==> config.mk <==
export PLATFORM = sky130hd
export DESIGN_NAME = emu_clk_sched
export DESIGN_NICKNAME = d
export VERILOG_FILES = /design/src/rtl/emu_clk_sched_pkg.sv /design/src/rtl/emu_dt_min.sv /design/src/rtl/emu_clk_sched.sv
export SDC_FILE = /design/constraint.sdc
export NUM_CORES = 1
export LEC_CHECK = 0
export BUFFER_PORTS_ARGS = -buffer_cell sky130_fd_sc_hd__buf_2
export CAP_MARGIN = 15
export CORE_AREA = 2 2 146 148
export CTS_CLUSTER_DIAMETER = 40
export CTS_CLUSTER_SIZE = 10
export DETAILED_ROUTE_END_ITERATION = 7
export DIE_AREA = 0 0 148 150
export GPL_TIMING_DRIVEN = 0
export PLACE_DENSITY_LB_ADDON = 0.05
export REMOVE_ABC_BUFFERS = 1
export SLEW_MARGIN = 20
export SYNTH_ARGS = -nofsm -noshare
export SYNTH_HDL_FRONTEND = slang
export SYNTH_SLANG_ARGS = --single-unit
==> constraint.sdc <==
create_clock -name emu_clk -period 9.4 [get_ports emu_clk]
set_clock_uncertainty 0.05 [all_clocks]
set_input_delay 0.94 -clock emu_clk [delete_from_list [all_inputs] [get_ports emu_clk]]
set_output_delay 0.94 -clock emu_clk [all_outputs]
set_load 0.03 [all_outputs]
==> src/rtl/emu_clk_sched_pkg.sv <==
`default_nettype none
// ============================================================================
// Module   : emu_clk_sched_pkg
// Purpose  : Shared constants and types for the emulated-clock scheduler.
//            c_DT_WIDTH   - default width of time-step / half-period values
//            dt_t         - time-step type at the default width
//            c_EMU_TIME_W - width of the optional emulated-time accumulator
// Revision : 1.0 - initial release
// ============================================================================
package emu_clk_sched_pkg;

    localparam int c_DT_WIDTH   = 27;
    localparam int c_EMU_TIME_W = 64;

    typedef logic [c_DT_WIDTH-1:0] dt_t;

endpackage : emu_clk_sched_pkg
`default_nettype wire

==> src/rtl/emu_dt_min.sv <==
`default_nettype none
// ============================================================================
// Module   : emu_dt_min
// Purpose  : Combinational minimum over N masked time values. Values whose
//            mask bit is clear are ignored; the result never exceeds DT_MAX,
//            which is also the result when no value is selected.
// Ports    : i_vals    - N packed values of W bits
//            i_mask    - per-value select
//            o_min_val - min(DT_MAX, selected values)
// Revision : 1.0 - initial release
// ============================================================================
module emu_dt_min
    import emu_clk_sched_pkg::*;
#(
    parameter int                N      = 2,
    parameter int                W      = c_DT_WIDTH,
    parameter logic [W-1:0]      DT_MAX = '1
) (
    input  logic [N-1:0][W-1:0]  i_vals,
    input  logic [N-1:0]         i_mask,
    output logic [W-1:0]         o_min_val
);

    always_comb begin
        o_min_val = DT_MAX;
        for (int k = 0; k < N; k++) begin
            if (i_mask[k] && (i_vals[k] < o_min_val)) begin
                o_min_val = i_vals[k];
            end
        end
    end

endmodule : emu_dt_min
`default_nettype wire

==> src/rtl/emu_clk_sched.sv <==
`default_nettype none
// ============================================================================
// Module   : emu_clk_sched
// Purpose  : Emulated-clock scheduler. Each cycle advances emulated time by
//            the largest step that does not skip over any enabled channel's
//            next edge, and toggles every channel whose edge lands exactly
//            on that step.
// Ports    : emu_clk     - emulator clock (all state on posedge)
//            emu_rst     - synchronous active-high reset
//            half_period - per-channel half period, 0 treated as 1
//            chan_en     - per-channel enable (disabled channel is frozen)
//            stall       - hold emulated time for this cycle
//            clk_vals    - registered next clock level per channel
//            emu_dt      - registered time step applied this cycle
//            emu_time    - running sum of emu_dt (only with macro
//                          EMU_CLK_SCHED_TIME_EN defined)
// Revision : 1.0 - initial release
// ============================================================================
module emu_clk_sched
    import emu_clk_sched_pkg::*;
#(
    parameter int                  N        = 2,
    parameter int                  DT_WIDTH = c_DT_WIDTH,
    parameter logic [DT_WIDTH-1:0] DT_MAX   = '1
) (
    input  logic                         emu_clk,
    input  logic                         emu_rst,
    input  logic [N-1:0][DT_WIDTH-1:0]   half_period,
    input  logic [N-1:0]                 chan_en,
    input  logic                         stall,
    output logic [N-1:0]                 clk_vals,
    output logic [DT_WIDTH-1:0]          emu_dt
`ifdef EMU_CLK_SCHED_TIME_EN
    ,
    output logic [c_EMU_TIME_W-1:0]      emu_time
`endif
);

    logic [N-1:0][DT_WIDTH-1:0] r_rem;
    logic [N-1:0][DT_WIDTH-1:0] w_reload;
    logic [N-1:0]               r_clk_vals;
    logic [DT_WIDTH-1:0]        r_emu_dt;
    logic [DT_WIDTH-1:0]        w_dt;

    // A zero half period would make rem 0 and stall time forever; clamp to 1.
    genvar g;
    generate
        for (g = 0; g < N; g++) begin : g_reload
            assign w_reload[g] = (half_period[g] == '0) ? DT_WIDTH'(1)
                                                        : half_period[g];
        end
    endgenerate

    // The step is the nearest pending edge, so rem - dt can never underflow.
    emu_dt_min #(
        .N      (N),
        .W      (DT_WIDTH),
        .DT_MAX (DT_MAX)
    ) u_dt_min (
        .i_vals    (r_rem),
        .i_mask    (chan_en),
        .o_min_val (w_dt)
    );

    always_ff @(posedge emu_clk) begin
        if (emu_rst) begin
            r_rem      <= w_reload;
            r_clk_vals <= '0;
            r_emu_dt   <= '0;
        end else if (stall) begin
            r_emu_dt   <= '0;
        end else begin
            r_emu_dt <= w_dt;
            for (int k = 0; k < N; k++) begin
                if (chan_en[k]) begin
                    if (r_rem[k] == w_dt) begin
                        r_clk_vals[k] <= ~r_clk_vals[k];
                        r_rem[k]      <= w_reload[k];
                    end else begin
                        r_rem[k]      <= r_rem[k] - w_dt;
                    end
                end
            end
        end
    end

    assign clk_vals = r_clk_vals;
    assign emu_dt   = r_emu_dt;

`ifdef EMU_CLK_SCHED_TIME_EN
    // Accumulate the step being issued on this edge so emu_time always equals
    // the sum of every emu_dt value presented so far.
    logic [c_EMU_TIME_W-1:0] r_emu_time;

    always_ff @(posedge emu_clk) begin
        if (emu_rst) begin
            r_emu_time <= '0;
        end else if (!stall) begin
            r_emu_time <= r_emu_time + c_EMU_TIME_W'(w_dt);
        end
    end

    assign emu_time = r_emu_time;
`endif

endmodule : emu_clk_sched
`default_nettype wire

# After elaboration in Yosys (flattened, before gate mapping)
# Cells that the tools add are included.
# Widths: inputs -> output; s select.
totals:
  ff_bits: 83
  out_inout_bits: 29
  input_bits: 59
  word_cells: 36
op_classes:
  n_lt_le_gt_ge: 2
  add_sub_neg: 2
  mux: 10
  eq_ne: 3
  n_bitwise: 3
  n_reduce_logical: 11
ops:
  columns: ["cell", "count"]
  rows:
  - ["$mux 27", 8]
  - ["$mux 54", 2]
  - ["$eq 27x27->1", 2]
  - ["$logic_not 27->1", 2]
  - ["$sub 27x27->27", 2]
  - ["$lt 27x27->1", 1]
  - ["$lt 27x27->1 const B", 1]
  - ["$reduce_and 3->1", 2]
  - ["$reduce_and 2->1", 2]
  - ["$reduce_bool 2->1", 2]
  - ["$not 1->1", 3]
  - ["$logic_and 1x1->1", 2]
  - ["$ne 2x2->1 const B", 1]
  - ["$reduce_or 2->1", 1]

# Logic depth before layout (Yosys ltp)
depth:
  ltp_word: 11
  mapped_depth: 34
  depth_no_buf: 26

# By module
# A second synthesis with hierarchy kept.
unflattened:
  cells_unflattened: 814
  area_unflattened_um2: 7034.2
modules_own_cells:
  columns: ["module", "cells_per_inst", "seq_area_each_um2", "area_per_inst_um2", "instances"]
  rows:
  - ["emu_clk_sched", 676, 2202.1, 5963.2, 1]
  - ["emu_dt_min", 138, 0.0, 1071.0, 1]

# Least setup slack after synthesis
# Ideal clock, no wire load.
synth_timing:
  path_type: "input to register"
  startpoint: "input chan_en[0]"
  endpoint: "register r_rem[26] in the netlist's numbering (data pin)"
  required_time_ns: 9.093
  path_slack_ns: 1.708
  n_path_buf: 8
  setup_time_ns: 0.257
  cell_stages: 31
  arrival_ns: 7.385
  cell_sequence: "buf_4 > clkinv_1 > a21o_2 > buf_2 > buf_1 > clkbuf_1 > nor2_1 > ha_1 > nand4_1 > nor3_1 > nor4b_4 > o311ai_4 > nand3_2 > buf_2 > buf_2 > clkbuf_1 > clkbuf_1 > a21oi_1 > ha_1 > inv_1 > ha_1 > nor2_1 > maj3_1 > o21ai_0 > mux2i_1 > or2_2 > o311ai_2 > a221oi_2 > o22ai_2 > mux2_2 > o2bb2ai_1"
synth_between:
  elab_chain_len: 10
  word_cells_on_any_way: 11
  cone_classes: "1 x add/sub; 1 x order compare; 1 x eq/ne; 6 x mux; 2 x reduce/logical"
synth_lines:
  columns: ["element", "line", "rtl"]
  rows:
  - ["start: declaration", "emu_clk_sched.sv:29", "input logic [N-1:0] chan_en,"]
  - ["$logic_and 1x1->1 *", "emu_dt_min.sv:27", "if (i_mask[k] && (i_vals[k] < o_min_val)) begin"]
  - ["$mux 27 *", "emu_dt_min.sv:27", null]
  - ["$lt 27x27->1", "emu_dt_min.sv:27", null]
  - ["$logic_and 1x1->1", "emu_dt_min.sv:27", null]
  - ["$mux 27 *", "emu_dt_min.sv:27", null]
  - ["named net u_dt_min.o_min_val[0]", "emu_dt_min.sv:21", "output logic [W-1:0] o_min_val"]
  - ["$sub 27x27->27 / $eq 27x27->1 (equally long branches)", "emu_clk_sched.sv:80, emu_clk_sched.sv:76", null]
  - ["$mux 27 *", "emu_clk_sched.sv:76", "if (r_rem[k] == w_dt) begin"]
  - ["$mux 27 *", "emu_clk_sched.sv:75", "if (chan_en[k]) begin"]
  - ["$mux 54 *", "emu_clk_sched.sv:70", "end else if (stall) begin"]
  - ["$mux 54 *", "emu_clk_sched.sv:66", "if (emu_rst) begin"]
  - ["end signal: assignment", "emu_clk_sched.sv:67", "r_rem <= w_reload;"]
  - ["end signal: indexed assignment", "emu_clk_sched.sv:78", "r_rem[k] <= w_reload[k];"]
  - ["end signal: indexed assignment", "emu_clk_sched.sv:80", "r_rem[k] <= r_rem[k] - w_dt;"]
  - ["end: declaration", "emu_clk_sched.sv:39", "logic [N-1:0][DT_WIDTH-1:0] r_rem;"]
# The timed path passes the listed nets; every way through them passes the cells marked *. The select of a mux whose other input is x is not followed.
# A chain may end at the register's enable or synchronous reset.

# Worst setup path in the final report
layout_timing:
  startpoint: "register r_rem[6] in the netlist's numbering"
  endpoint: "register r_rem[26] in the netlist's numbering (data pin)"
layout_between:
  elab_chain_len: 11
  word_cells_on_any_way: 12
  cone_classes: "1 x add/sub; 2 x order compare; 1 x eq/ne; 6 x mux; 2 x reduce/logical"
layout_lines:
  columns: ["element", "line"]
  rows:
  - ["$lt 27x27->1", "emu_dt_min.sv:27"]
  - ["$logic_and 1x1->1", "emu_dt_min.sv:27"]
  - ["$mux 27 *", "emu_dt_min.sv:27"]
  - ["$lt 27x27->1", "emu_dt_min.sv:27"]
  - ["$logic_and 1x1->1", "emu_dt_min.sv:27"]
  - ["$mux 27 *", "emu_dt_min.sv:27"]
  - ["named net u_dt_min.o_min_val[0]", "emu_dt_min.sv:21"]
  - ["$sub 27x27->27 / $eq 27x27->1 (equally long branches)", "emu_clk_sched.sv:80, emu_clk_sched.sv:76"]
  - ["$mux 27 *", "emu_clk_sched.sv:76"]
  - ["$mux 27 *", "emu_clk_sched.sv:75"]
  - ["$mux 54 *", "emu_clk_sched.sv:70"]
  - ["$mux 54 *", "emu_clk_sched.sv:66"]
# Marked as above.

==> results.md <==
* # nets final at 1304
* HPWL Detailed at 24.2 mm
* Post-synth cell types at 104
* Synthesized area at 0.00908 sq mm
* Post-Route WL at 32.9 mm
* Hold Fails Final Rpt at 0
* ANT nets after route at 0
* # rows at 53
* Via density at 6.25
* Ys async rst share at 0%
* HP Class: flop to flop
* Filler cells at 2147
* Post-route cell area at 0.0100 sq mm
* Total power at 3520 uW
* Hold-fix buffers, CTS at 0
* Period Utilization, post-route at 95.5%
* Vias in the first global route at 8510
* Initial antenna violation count at 0
* Commonest non-fill, non-tap cell in the layout: nand2_1
* Area grow syn2layout at 10.4%
* Sequential element share of the synthesized area at 24.2%
* Fmax at 111 MHz
* Post-Syn Area per Cell at 7.70 sq um
* Critical path arrival at 9040 ps
* Num CTS Buffers at 9
* Cells after Synth at 1180
* Mean routed wirelength per cell at 22.2 microns
* GRT Overall Usage at 29.8%
* Crit Path Class: flop to flop
* Peak fanout along the critical path at 54
* Status: finished, final reports clean
* Pins over their slew limit at 0
* Core footprint at 0.0207 sq mm
* DRC errors left at 0
* Leak at 0.00391 uW
* Cell Pwr Density at 351 mW/mm^2
* Worst skew pair latency at 360 ps
* ANT cells at 0
* Number of enable flip-flop cells after synthesis at 54
* Clock Pin Slew Worst Setup and Hold Paths at 70 ps
* Endpoints failing setup at 0
* Max-slew headroom at 24.3%
* # port buffers at 87
* Worst hold margin at 465 ps
* Drt initial violations at 1023
* H-tree levels at 3
* Die ar. at 0.0222 sq mm
* Fin crit period at 8980 ps
* RSZ-0062 raised after global routing: no
* First-pass GRT wire length at 50.7 mm
* Chip Width at 148 microns
* CP endpoint kind: flop
* Synth warn at 0
* CTS tree: done
* Max Cap Viol at 0
* Die height at 150 microns
* Slew @ Worst Pin at 1140 ps
* CTS Root Cell: clkbuf_16
* Synth Register Bits at 83
* Setup Fix Bufs, Post-CTS at 0
* Grt ovf at 0
* GPL Wtd Cong at 0.926
* Placed instance area at 0.00969 sq mm
* Starting Density at 43.9%
* Primary FF master, synth: edfxtp_1
* Critical Path Source Type: flop
* Drt pass-1 iters at 5
* Sink Count at 83
* Largest net degree at the start of global routing at 57
* Total I/O pin count at 88
* Vias at 9269
* Peak supply drop at 0.163 mV
* Share of layout cells above drive strength 1 at 15.5%
* Commonest cells after routing, fill and taps aside: nand2_1 (137), nor2_1 (113), a21oi_1 (107), buf_2 (87), o21ai_0 (79)
* CP required at 9460 ps
* Max clock buf depth at 2
-- area by class of cell --
cell class	instances	area (sq um)	share of cell area, %
Clock buffer	12	256	2.56
Clock inverter	4	48.8	0.487
Inverter	47	176	1.76
Multi-Input combinational cell	965	6380	63.7
Sequential cell	83	2200	22.0
Tap cell	275	344	3.43
Timing Repair Buffer	97	614	6.13
-- cells in the mapped netlist (9+ instances only) --
library cell	n	area (sq um)
nand2_1	137	514
nor2_1	113	424
a21oi_1	108	541
o21ai_0	79	395
clkbuf_1	54	203
edfxtp_1	54	1620
inv_1	45	169
ha_1	42	526
xnor2_1	33	289
nand3_1	31	155
dfxtp_1	29	581
nor3_1	27	135
nor2b_1	25	156
a211oi_1	23	173
nor4_1	23	144
xor2_1	20	175
maj3_1	19	190
nand4_1	19	119
mux2_2	18	203
a31oi_1	15	93.8
nand2b_1	15	93.8
o31ai_1	15	113
buf_2	13	65.1
o211ai_1	10	75.1
or3_1	10	62.6
a21o_1	9	67.6
-- critical path, stage by stage (launching register included) --
cell       delay [ps]
edfxtp_1          710
nand4_1           330
nor4_4            590
a21o_4            520
nor2_1            160
ha_1              340
nand4_1           140
nor3_1            680
nor4b_4           450
o311ai_4          260
nand3_4           460
buf_12            310
a21oi_1           160
ha_1              280
inv_1             160
ha_1              240
nor2_1            100
maj3_1            370
o21ai_0           160
mux2i_1           230
or2_2             360
o311ai_2          530
a221oi_2          190
o22ai_2           350
mux2_2            380
o2bb2ai_1         120
-- per-stage QoR --
step                      cells  util, %  setup TNS [ps]  setup WS [ps]
after floorplan            1095        -               0           1390
after global placement     1457     45.8         -117120          -2720
after detailed placement   1466     46.8            -167           -148
after CTS                  1482     48.3               0            102
after global routing       1483     48.4               0           25.3
final                      1483     48.4               0            420
-- final timing paths --
kind                                 start                        to  slack (ps)  cells after the start
hold reg to reg   clk_vals[1]$_SDFFE_PP0P_  clk_vals[1]$_SDFFE_PP0P_         470                      2
setup / recovery        r_rem[6]$_DFFE_PP_       r_rem[26]$_DFFE_PP_         420                     25
hold / removal    clk_vals[1]$_SDFFE_PP0P_  clk_vals[1]$_SDFFE_PP0P_         470                      2
setup reg to reg        r_rem[6]$_DFFE_PP_       r_rem[26]$_DFFE_PP_         420                     25
-- sequential cells by signal (all words and copies together), names as in the netlist --
| register | count |
|---|---|
| clk_vals | 2 |
| emu_dt | 27 |
| r_rem | 54 |
-- metal layers --
layer / GRT usage (%) / up-vias / wire length, microns
met5: 0 / - / 0
met4: 9.19 / 0 / 790
met3: 2.90 / 41 / 2210
met2: 46.2 / 406 / 14400
met1: 43.8 / 4400 / 15500
li1: - / 4422 / -
-- where the power goes --
| group | internal [uW] | total (uW) | switching (uW) |
|---|---|---|---|
| clock network | 221 | 384 | 163 |
| registers | 554 | 786 | 231 |
| logic | 926 | 2350 | 1420 |
-- logic make-up (layout without fill, tap and decap cells) --
group / after synthesis / after routing / synth area share, %
fa+ha+maj: 61 / 61 / 7.88
simple gates: 457 / 457 / 25.3
compound gates: 362 / 362 / 27.1
mux: 31 / 31 / 3.82
xor+xnor: 54 / 54 / 5.41
buf+inv: 132 / 160 / 6.21
flops: 83 / 83 / 24.2
-- what timing repair did --
item | 4_1_cts | 5_1_grt
cloned | 0 | 0
gates resized for setup | 1 | 2
setup endpoints to repair | 2 | 5
Power figures use the tool's default switching activity.
